`config.mk`:
```
export PLATFORM = sky130hd
export DESIGN_NAME = minion_lsu_arbiter_flat
export DESIGN_NICKNAME = d
export VERILOG_FILES = /design/src/rtl/minion_lsu_arbiter_if.sv /design/src/rtl/minion_lsu_arbiter.sv /design/src/flat_wrapper.sv
export SDC_FILE = /design/constraint.sdc
export NUM_CORES = 1
export LEC_CHECK = 0
export BUFFER_PORTS_ARGS = -buffer_cell sky130_fd_sc_hd__buf_2
export CORE_AREA = 2 2 126 128
export CTS_CLUSTER_SIZE = 10
export DETAILED_ROUTE_END_ITERATION = 7
export DIE_AREA = 0 0 128 130
export PLACE_DENSITY_LB_ADDON = 0.15
export SLEW_MARGIN = 25
export SYNTH_ARGS = -nofsm -noshare
export SYNTH_HDL_FRONTEND = slang
export SYNTH_SLANG_ARGS = --single-unit
```
`constraint.sdc`:
```
create_clock -name clk -period 3.12 [get_ports clk]
set_input_delay 0.78 -clock clk [delete_from_list [all_inputs] [get_ports clk]]
set_output_delay 0.78 -clock clk [all_outputs]
set_load 0.01 [all_outputs]
```
`src/rtl/minion_lsu_arbiter_if.sv`:
```
// minion_lsu_arbiter_if
//   One req/gnt/rvalid data-side bus. It is used for both the master links
//   (LSU, host loader) and the shared slave link toward the address decode.
//
//   req/we/be/addr/wdata : driven by the requester
//   gnt/rvalid/err/rdata : driven by the responder (err is a timeout error)
//
//   modport master : the requesting side
//   modport slave  : the responding side
interface minion_lsu_arbiter_if #(
  parameter int unsigned AW = 32,
  parameter int unsigned DW = 32
);
  logic            req;
  logic            gnt;
  logic            rvalid;
  logic            err;
  logic            we;
  logic [DW/8-1:0] be;
  logic [AW-1:0]   addr;
  logic [DW-1:0]   wdata;
  logic [DW-1:0]   rdata;

  modport master (
    output req, we, be, addr, wdata,
    input  gnt, rvalid, err, rdata
  );

  modport slave (
    input  req, we, be, addr, wdata,
    output gnt, rvalid, err, rdata
  );
endinterface

```
`src/rtl/minion_lsu_arbiter.sv`:
```
// minion_lsu_arbiter
//   Shares the single data-side slave bus between two masters: m0 (core LSU)
//   and m1 (host/debug loader). At most one transaction is outstanding; its
//   response is routed back to the master that issued it. A watchdog forces
//   an error completion if the slave never returns rvalid.
//
//   clk   : rising-edge clock
//   rst   : asynchronous active-high reset
//   m0    : master 0 link (arbiter is the responder)
//   m1    : master 1 link (arbiter is the responder)
//   s     : shared slave link (arbiter is the requester; s.err is not used)
//   busy  : high while a transaction is outstanding
//   owner : master that owns / last owned the outstanding transaction
//   stray : one-cycle pulse when s.rvalid arrives with nothing outstanding
//
//   ARB_MODE : 0 = round-robin, 1 = fixed priority (m0 highest)
//   TIMEOUT  : WAIT cycles before a forced error completion (1..65535)
//   ERR_DATA : rdata returned on a timeout completion
module minion_lsu_arbiter #(
  parameter int unsigned   AW       = 32,
  parameter int unsigned   DW       = 32,
  parameter int unsigned   ARB_MODE = 0,
  parameter int unsigned   TIMEOUT  = 255,
  parameter logic [DW-1:0] ERR_DATA = DW'(32'hDEADBEEF)
) (
  input  logic                 clk,
  input  logic                 rst,
  minion_lsu_arbiter_if.slave  m0,
  minion_lsu_arbiter_if.slave  m1,
  minion_lsu_arbiter_if.master s,
  output logic                 busy,
  output logic                 owner,
  output logic                 stray
);

  typedef enum logic {
    ST_IDLE = 1'b0,
    ST_WAIT = 1'b1
  } state_t;

  localparam int unsigned  WDW       = 16;
  localparam logic [WDW-1:0] WDOG_MAX  = WDW'(TIMEOUT);
  // wdog counts WAIT cycles already completed, so the cycle in which it
  // reads TIMEOUT-1 is the TIMEOUT-th WAIT cycle: the forced completion
  // lands exactly TIMEOUT cycles after the grant.
  localparam logic [WDW-1:0] WDOG_LAST = WDW'(TIMEOUT - 1);

  state_t         state_q, state_d;
  logic           owner_q, owner_d;
  logic           rr_q,    rr_d;
  logic [WDW-1:0] wdog_q,  wdog_d;

  logic           any_req;
  logic           sel;
  logic           s_req_c;
  logic           grant;
  logic           busy_c;
  logic           stray_c;
  logic           rsp_valid;
  logic           rsp_err;
  logic [DW-1:0]  rsp_data;

  // ---------------------------------------------------------------------
  // Master selection
  // ---------------------------------------------------------------------
  assign any_req = m0.req | m1.req;

  always_comb begin
    sel = 1'b0;
    case ({m1.req, m0.req})
      2'b01:   sel = 1'b0;
      2'b10:   sel = 1'b1;
      2'b11: begin
        if (ARB_MODE == 0) sel = rr_q;
        else               sel = 1'b0;
      end
      default: sel = 1'b0;
    endcase
  end

  // Attributes follow sel unconditionally; they only matter while s.req is up.
  assign s.we    = sel ? m1.we    : m0.we;
  assign s.be    = sel ? m1.be    : m0.be;
  assign s.addr  = sel ? m1.addr  : m0.addr;
  assign s.wdata = sel ? m1.wdata : m0.wdata;

  // ---------------------------------------------------------------------
  // State register
  // ---------------------------------------------------------------------
  always_ff @(posedge clk or posedge rst) begin
    if (rst) begin
      state_q <= ST_IDLE;
      owner_q <= 1'b0;
      rr_q    <= 1'b0;
      wdog_q  <= '0;
    end else begin
      state_q <= state_d;
      owner_q <= owner_d;
      rr_q    <= rr_d;
      wdog_q  <= wdog_d;
    end
  end

  // ---------------------------------------------------------------------
  // Next state and outputs
  // ---------------------------------------------------------------------
  always_comb begin
    state_d   = state_q;
    owner_d   = owner_q;
    rr_d      = rr_q;
    wdog_d    = wdog_q;
    s_req_c   = 1'b0;
    grant     = 1'b0;
    busy_c    = 1'b0;
    stray_c   = 1'b0;
    rsp_valid = 1'b0;
    rsp_err   = 1'b0;
    rsp_data  = '0;

    case (state_q)
      ST_IDLE: begin
        // rst gating keeps request, grant and stray quiet while reset is
        // held, since the register state alone cannot suppress them.
        s_req_c = any_req & ~rst;
        grant   = s_req_c & s.gnt;
        stray_c = s.rvalid & ~rst;
        if (grant) begin
          owner_d = sel;
          rr_d    = ~sel;
          wdog_d  = '0;
          state_d = ST_WAIT;
        end
      end

      ST_WAIT: begin
        busy_c = 1'b1;
        if (wdog_q != WDOG_MAX) wdog_d = wdog_q + WDW'(1);
        if (s.rvalid) begin
          // A real response beats a coinciding timeout.
          rsp_valid = 1'b1;
          rsp_data  = s.rdata;
          state_d   = ST_IDLE;
        end else if (wdog_q == WDOG_LAST) begin
          rsp_valid = 1'b1;
          rsp_err   = 1'b1;
          rsp_data  = ERR_DATA;
          state_d   = ST_IDLE;
        end
      end

      default: state_d = ST_IDLE;
    endcase
  end

  // ---------------------------------------------------------------------
  // Output routing
  // ---------------------------------------------------------------------
  assign s.req     = s_req_c;

  assign m0.gnt    = grant & ~sel;
  assign m1.gnt    = grant &  sel;

  // rsp_data is zero whenever rsp_valid is low, so the non-owner and the
  // idle owner both see rdata = 0.
  assign m0.rvalid = rsp_valid & ~owner_q;
  assign m1.rvalid = rsp_valid &  owner_q;
  assign m0.err    = rsp_err   & ~owner_q;
  assign m1.err    = rsp_err   &  owner_q;
  assign m0.rdata  = owner_q ? '0 : rsp_data;
  assign m1.rdata  = owner_q ? rsp_data : '0;

  assign busy      = busy_c;
  assign owner     = owner_q;
  assign stray     = stray_c;

endmodule

```
`src/flat_wrapper.sv`:
```
// flat-port wrapper written by rule: the top's interface ports become plain ports
module minion_lsu_arbiter_flat 
#(
  parameter int unsigned   AW       = 32,
  parameter int unsigned   DW       = 32,
  parameter int unsigned   ARB_MODE = 0,
  parameter int unsigned   TIMEOUT  = 255,
  parameter logic [DW-1:0] ERR_DATA = DW'(32'hDEADBEEF)
)
  (clk, rst, busy, owner, stray, m0_req, m0_we, m0_be, m0_addr, m0_wdata, m0_gnt, m0_rvalid, m0_err, m0_rdata, m1_req, m1_we, m1_be, m1_addr, m1_wdata, m1_gnt, m1_rvalid, m1_err, m1_rdata, s_req, s_we, s_be, s_addr, s_wdata, s_gnt, s_rvalid, s_err, s_rdata);
  minion_lsu_arbiter_if #(.AW(AW), .DW(DW)) m0_i ();
  minion_lsu_arbiter_if #(.AW(AW), .DW(DW)) m1_i ();
  minion_lsu_arbiter_if #(.AW(AW), .DW(DW)) s_i ();
  input  logic clk;
  input  logic rst;
  output logic busy;
  output logic owner;
  output logic stray;
  input wire logic [$bits(m0_i.req)-1:0] m0_req;
  input wire logic [$bits(m0_i.we)-1:0] m0_we;
  input wire logic [$bits(m0_i.be)-1:0] m0_be;
  input wire logic [$bits(m0_i.addr)-1:0] m0_addr;
  input wire logic [$bits(m0_i.wdata)-1:0] m0_wdata;
  output wire logic [$bits(m0_i.gnt)-1:0] m0_gnt;
  output wire logic [$bits(m0_i.rvalid)-1:0] m0_rvalid;
  output wire logic [$bits(m0_i.err)-1:0] m0_err;
  output wire logic [$bits(m0_i.rdata)-1:0] m0_rdata;
  input wire logic [$bits(m1_i.req)-1:0] m1_req;
  input wire logic [$bits(m1_i.we)-1:0] m1_we;
  input wire logic [$bits(m1_i.be)-1:0] m1_be;
  input wire logic [$bits(m1_i.addr)-1:0] m1_addr;
  input wire logic [$bits(m1_i.wdata)-1:0] m1_wdata;
  output wire logic [$bits(m1_i.gnt)-1:0] m1_gnt;
  output wire logic [$bits(m1_i.rvalid)-1:0] m1_rvalid;
  output wire logic [$bits(m1_i.err)-1:0] m1_err;
  output wire logic [$bits(m1_i.rdata)-1:0] m1_rdata;
  output wire logic [$bits(s_i.req)-1:0] s_req;
  output wire logic [$bits(s_i.we)-1:0] s_we;
  output wire logic [$bits(s_i.be)-1:0] s_be;
  output wire logic [$bits(s_i.addr)-1:0] s_addr;
  output wire logic [$bits(s_i.wdata)-1:0] s_wdata;
  input wire logic [$bits(s_i.gnt)-1:0] s_gnt;
  input wire logic [$bits(s_i.rvalid)-1:0] s_rvalid;
  input wire logic [$bits(s_i.err)-1:0] s_err;
  input wire logic [$bits(s_i.rdata)-1:0] s_rdata;
  assign m0_i.req = m0_req;
  assign m0_i.we = m0_we;
  assign m0_i.be = m0_be;
  assign m0_i.addr = m0_addr;
  assign m0_i.wdata = m0_wdata;
  assign m0_gnt = m0_i.gnt;
  assign m0_rvalid = m0_i.rvalid;
  assign m0_err = m0_i.err;
  assign m0_rdata = m0_i.rdata;
  assign m1_i.req = m1_req;
  assign m1_i.we = m1_we;
  assign m1_i.be = m1_be;
  assign m1_i.addr = m1_addr;
  assign m1_i.wdata = m1_wdata;
  assign m1_gnt = m1_i.gnt;
  assign m1_rvalid = m1_i.rvalid;
  assign m1_err = m1_i.err;
  assign m1_rdata = m1_i.rdata;
  assign s_req = s_i.req;
  assign s_we = s_i.we;
  assign s_be = s_i.be;
  assign s_addr = s_i.addr;
  assign s_wdata = s_i.wdata;
  assign s_i.gnt = s_gnt;
  assign s_i.rvalid = s_rvalid;
  assign s_i.err = s_err;
  assign s_i.rdata = s_rdata;
  minion_lsu_arbiter #(.AW(AW), .DW(DW), .ARB_MODE(ARB_MODE), .TIMEOUT(TIMEOUT), .ERR_DATA(ERR_DATA)) u_core (.clk(clk), .rst(rst), .m0(m0_i), .m1(m1_i), .s(s_i), .busy(busy), .owner(owner), .stray(stray));
endmodule
```
==> impl_metrics.tcl <==
set metrics [dict create \
    run_status "completed" \
    globalRouteTotalUtil 0.139 \
    fillCellCount 1689 \
    drv.max_cap_violation_count 0 \
    root_buffer "sky130_fd_sc_hd__clkbuf_16" \
    grt_max_degree 72 \
    clock_tree.buffer_depth 2 \
    max_freq_mhz 330 \
    first_global_vias 3067 \
    synth_cell_types 47 \
    compound_gate_fraction_of_synth_area 0.117 \
    dr.pass1.iters 4 \
    dp.cells 795 \
    async_reset_ff_frac 1.00 \
    grt_overflow_total 0 \
    tritoncts_clock_tree "yes" \
    worst_hold_path_depth 2 \
    cts-buffers-inserted 3 \
    min_period_over_period 0.971 \
    place_hpwl_um 11200 \
    r2r-start "u_core.wdog_q[1]" \
    portBuffers 318 \
    effective_utilization_at_floorplan 0.160 \
    vdd_ir_drop_max_uv 151 \
    rr_worst_depth 5 \
    setup_viol 0 \
    worstPathArrival_ns 2.25 \
    clock_sink_count 19 \
    capture_instance_of_the_worst_register_to_register_path "u_core.wdog_q[5]" \
    worst-path-max-fanout 12 \
    ioPinCount 320 \
    layout_area_growth_over_synthesis_pct 82.4 \
    detail_route.wirelength_um 13300 \
    netlist_area_before_placement_um2 2470 \
    detail_route.drc_violations 0 \
    synth.area.mux_share 0.314 \
    antenna_left 0 \
    main_combinational_cell_family_by_area_after_synthesis "multiplexers" \
    area_occupied_by_multi_input_gates_um2 1910 \
    finalNonFillerCells 808 \
    worst-endpoint-required_ns 2.34 \
    yosys-top-cells-area "sky130_fd_sc_hd__mux2_2 31%, sky130_fd_sc_hd__dfrtp_1 19%, sky130_fd_sc_hd__nor2_1 8.2%, sky130_fd_sc_hd__nor2b_1 6.3%, sky130_fd_sc_hd__and2_1 4.3%" \
    die_area_um2 16600 \
    fin_tns_setup_ns 0 \
    critPathKind "register to primary output" \
    timing.slew.headroom 0.479 \
    hold_start "u_core.rr_q" \
    synth_area_leader "sky130_fd_sc_hd__mux2_2" \
    worst_setup_hold_path_clk_slew_ns 0.06 \
    postSynthAreaPerCell_um2 8.35 \
    synth-edff-count 0 \
    postLayoutCoreUtil 0.292 \
    synthFlopType "sky130_fd_sc_hd__dfrtp_1" \
    detail_route.iter0.violations 186 \
    chipHeight_um 130 \
    die_width_um 128 \
    ff_latch_area_um2 479 \
    skew_ns 0.00179 \
    cellLeakagePower_nw 2.56 \
    ys_seq_elements 19 \
    crit_path_start_kind "register" \
    rows 46 \
    power_density_nw_per_um2 294 \
    post_synth_and_or_nand_nor_area_fraction 0.306 \
    synthAdderAreaFrac 0.0101 \
    proportion_of_netlist_area_held_by_the_largest_area_contributor 0.314 \
    power_mw 1.33 \
    timing.final.hold_violations 0 \
    synth_xor_xnor_area_share 0.0142 \
    worst_slew_pin_slew_ns 0.779 \
    htree_levels 1 \
    grt_pass1_wl_um 17900 \
    finalMaxSlewViolations 0 \
    ys_seq_area_frac 0.192 \
    route.detailed.vias_per_inst 4.26 \
    endpoint_kind "primary output" \
    route.vias.total 3446 \
    post_route_cells_drive_above_1_share 0.682 \
    synth.net_count 475 \
    worst_skew_pair.late_latency_ns 0.25 \
    min_delay_endpoint "u_core.rr_q" \
    n_antenna_cell 0 \
    routed_wire_length_per_instance_um 16.5 \
    finalNetCount 796 \
    fp.coreArea_um2 15400 \
    grt_antenna_before_repair 1 \
    gp_congestion 0.802 \
    synthesized_instance_count 296 \
    worstHoldPathType "register to register" \
    r2r_setup_slack_ns 0.80 \
    synth.yosys.warnings 0 \
    period_needed_ns 3.03 \
]
## per-layer routing
layer | vias to the layer above | track usage | share of wire
met1 | 1588 | 0.173 | 0.39
met4 | 2 | 0.0213 | 0.0053
li1 | 1698 | - | -
met3 | 6 | 0.0262 | 0.064
met5 | - | 0 | 0.00098
met2 | 152 | 0.255 | 0.54
## layout by cell type, fill, tap and decap left out, types with 4 or more instances in the layout
| cell | instances |
|---|---|
| sky130_fd_sc_hd__nor2b_1 | 25 |
| sky130_fd_sc_hd__and3_1 | 5 |
| sky130_fd_sc_hd__nand2_1 | 8 |
| sky130_fd_sc_hd__nand3_1 | 10 |
| sky130_fd_sc_hd__buf_4 | 11 |
| sky130_fd_sc_hd__nor2_1 | 53 |
| sky130_fd_sc_hd__dfrtp_1 | 16 |
| sky130_fd_sc_hd__o21ai_0 | 6 |
| sky130_fd_sc_hd__a21oi_1 | 4 |
| sky130_fd_sc_hd__inv_1 | 8 |
| sky130_fd_sc_hd__nor4_1 | 4 |
| sky130_fd_sc_hd__mux2_2 | 69 |
| sky130_fd_sc_hd__clkbuf_16 | 5 |
| sky130_fd_sc_hd__and2_1 | 17 |
| sky130_fd_sc_hd__buf_2 | 318 |
## cell usage after synthesis, drive strengths merged, types with 2 or more instances
master and count:
a211o 3, o21ai 7, a31oi 3, nand3 10
a22o 2, nor4 5, inv 8, o211a 2
and3 5, nor3 3, o41ai 2, mux2 69
and2 17, or3 2, o211ai 3, buf 6
nor2 54, or4 2, ha 2, a21oi 5
a21o 2, clkbuf 12, nand2b 2, dfrtp 19
xnor2 3, nand2 9, nand4 4, nor2b 25
## how the worst max path moves through the flow
| stage | startpoint | endpoint | slack [ns] | depth (start not counted) |
|---|---|---|---|---|
| 2_1_floorplan | m0_req | s_addr[0] | 0.45 | 4 |
| 3_3_place_gp | u_core.wdog_q[12] | m0_rdata[21] | 0.29 | 6 |
| 6_report | u_core.wdog_q[12] | m0_rdata[6] | 0.09 | 7 |
| 3_5_place_dp | u_core.wdog_q[12] | m0_rdata[21] | 0.26 | 6 |
| 5_1_grt | u_core.wdog_q[12] | m0_rdata[25] | -0.006 | 7 |
| 4_1_cts | u_core.wdog_q[8] | m0_rdata[21] | 0.003 | 7 |
## kinds of logic after synthesis
| kind of cell | after synthesis |
|---|---|
| AO/OA/AOI/OAI | 34 |
| multiplexers | 69 |
| buffers and inverters | 26 |
| AND/OR/NAND/NOR | 142 |
| adder cells (fa/ha/maj) | 2 |
| flip-flops | 19 |
| XOR/XNOR | 4 |
## report_power, final
part | switching [mW] | internal, mW
clock network | 0.0962 | 0.174
registers | 0.0537 | 0.284
logic | 0.358 | 0.362
## repair_timing
item,CTS,global route
cloned,0,2
resized for setup,0,9
setup endpoints to repair,1,50
setup buffers,1,6
endpoints found under the hold margin,0,0
pin swaps,1,3
hold buffers,0,0
## registers in the layout (all words and copies together), names as in the netlist
name	flops
u_core.wdog_q	16
u_core.owner	1
u_core.rr_q	1
u_core.state_q	1
## area by class of cell
| type | count | area share |
|---|---|---|
| tap | 192 | 0.0533 |
| timing repair buffer | 334 | 0.394 |
| multi-input combinational | 251 | 0.423 |
| sequential | 19 | 0.106 |
| inverter | 8 | 0.00666 |
| clock buffer | 4 | 0.0175 |
## critical path, stage by stage, from the launching register on
cell and delay [ns]:
sky130_fd_sc_hd__dfrtp_2 0.43, sky130_fd_sc_hd__or4_4 0.59, sky130_fd_sc_hd__nor4_4 0.22, sky130_fd_sc_hd__buf_4 0.19, sky130_fd_sc_hd__o211ai_4 0.13, sky130_fd_sc_hd__clkbuf_16 0.21, sky130_fd_sc_hd__nor2_1 0.09, sky130_fd_sc_hd__buf_2 0.14
## per-stage QoR
step / instance area, um2 / hold slack (ns) / setup WS, ns
floorplan: 2470 / 0.491 / 0.448
global placement: 4300 / 0.555 / 0.290
detailed placement: 4300 / 0.554 / 0.257
CTS: 4380 / 0.563 / 0.00294
global route: 4510 / 0.576 / -0.00591
finish: 4510 / 0.561 / 0.0901
Note: power is estimated with default switching activity, not from simulation.
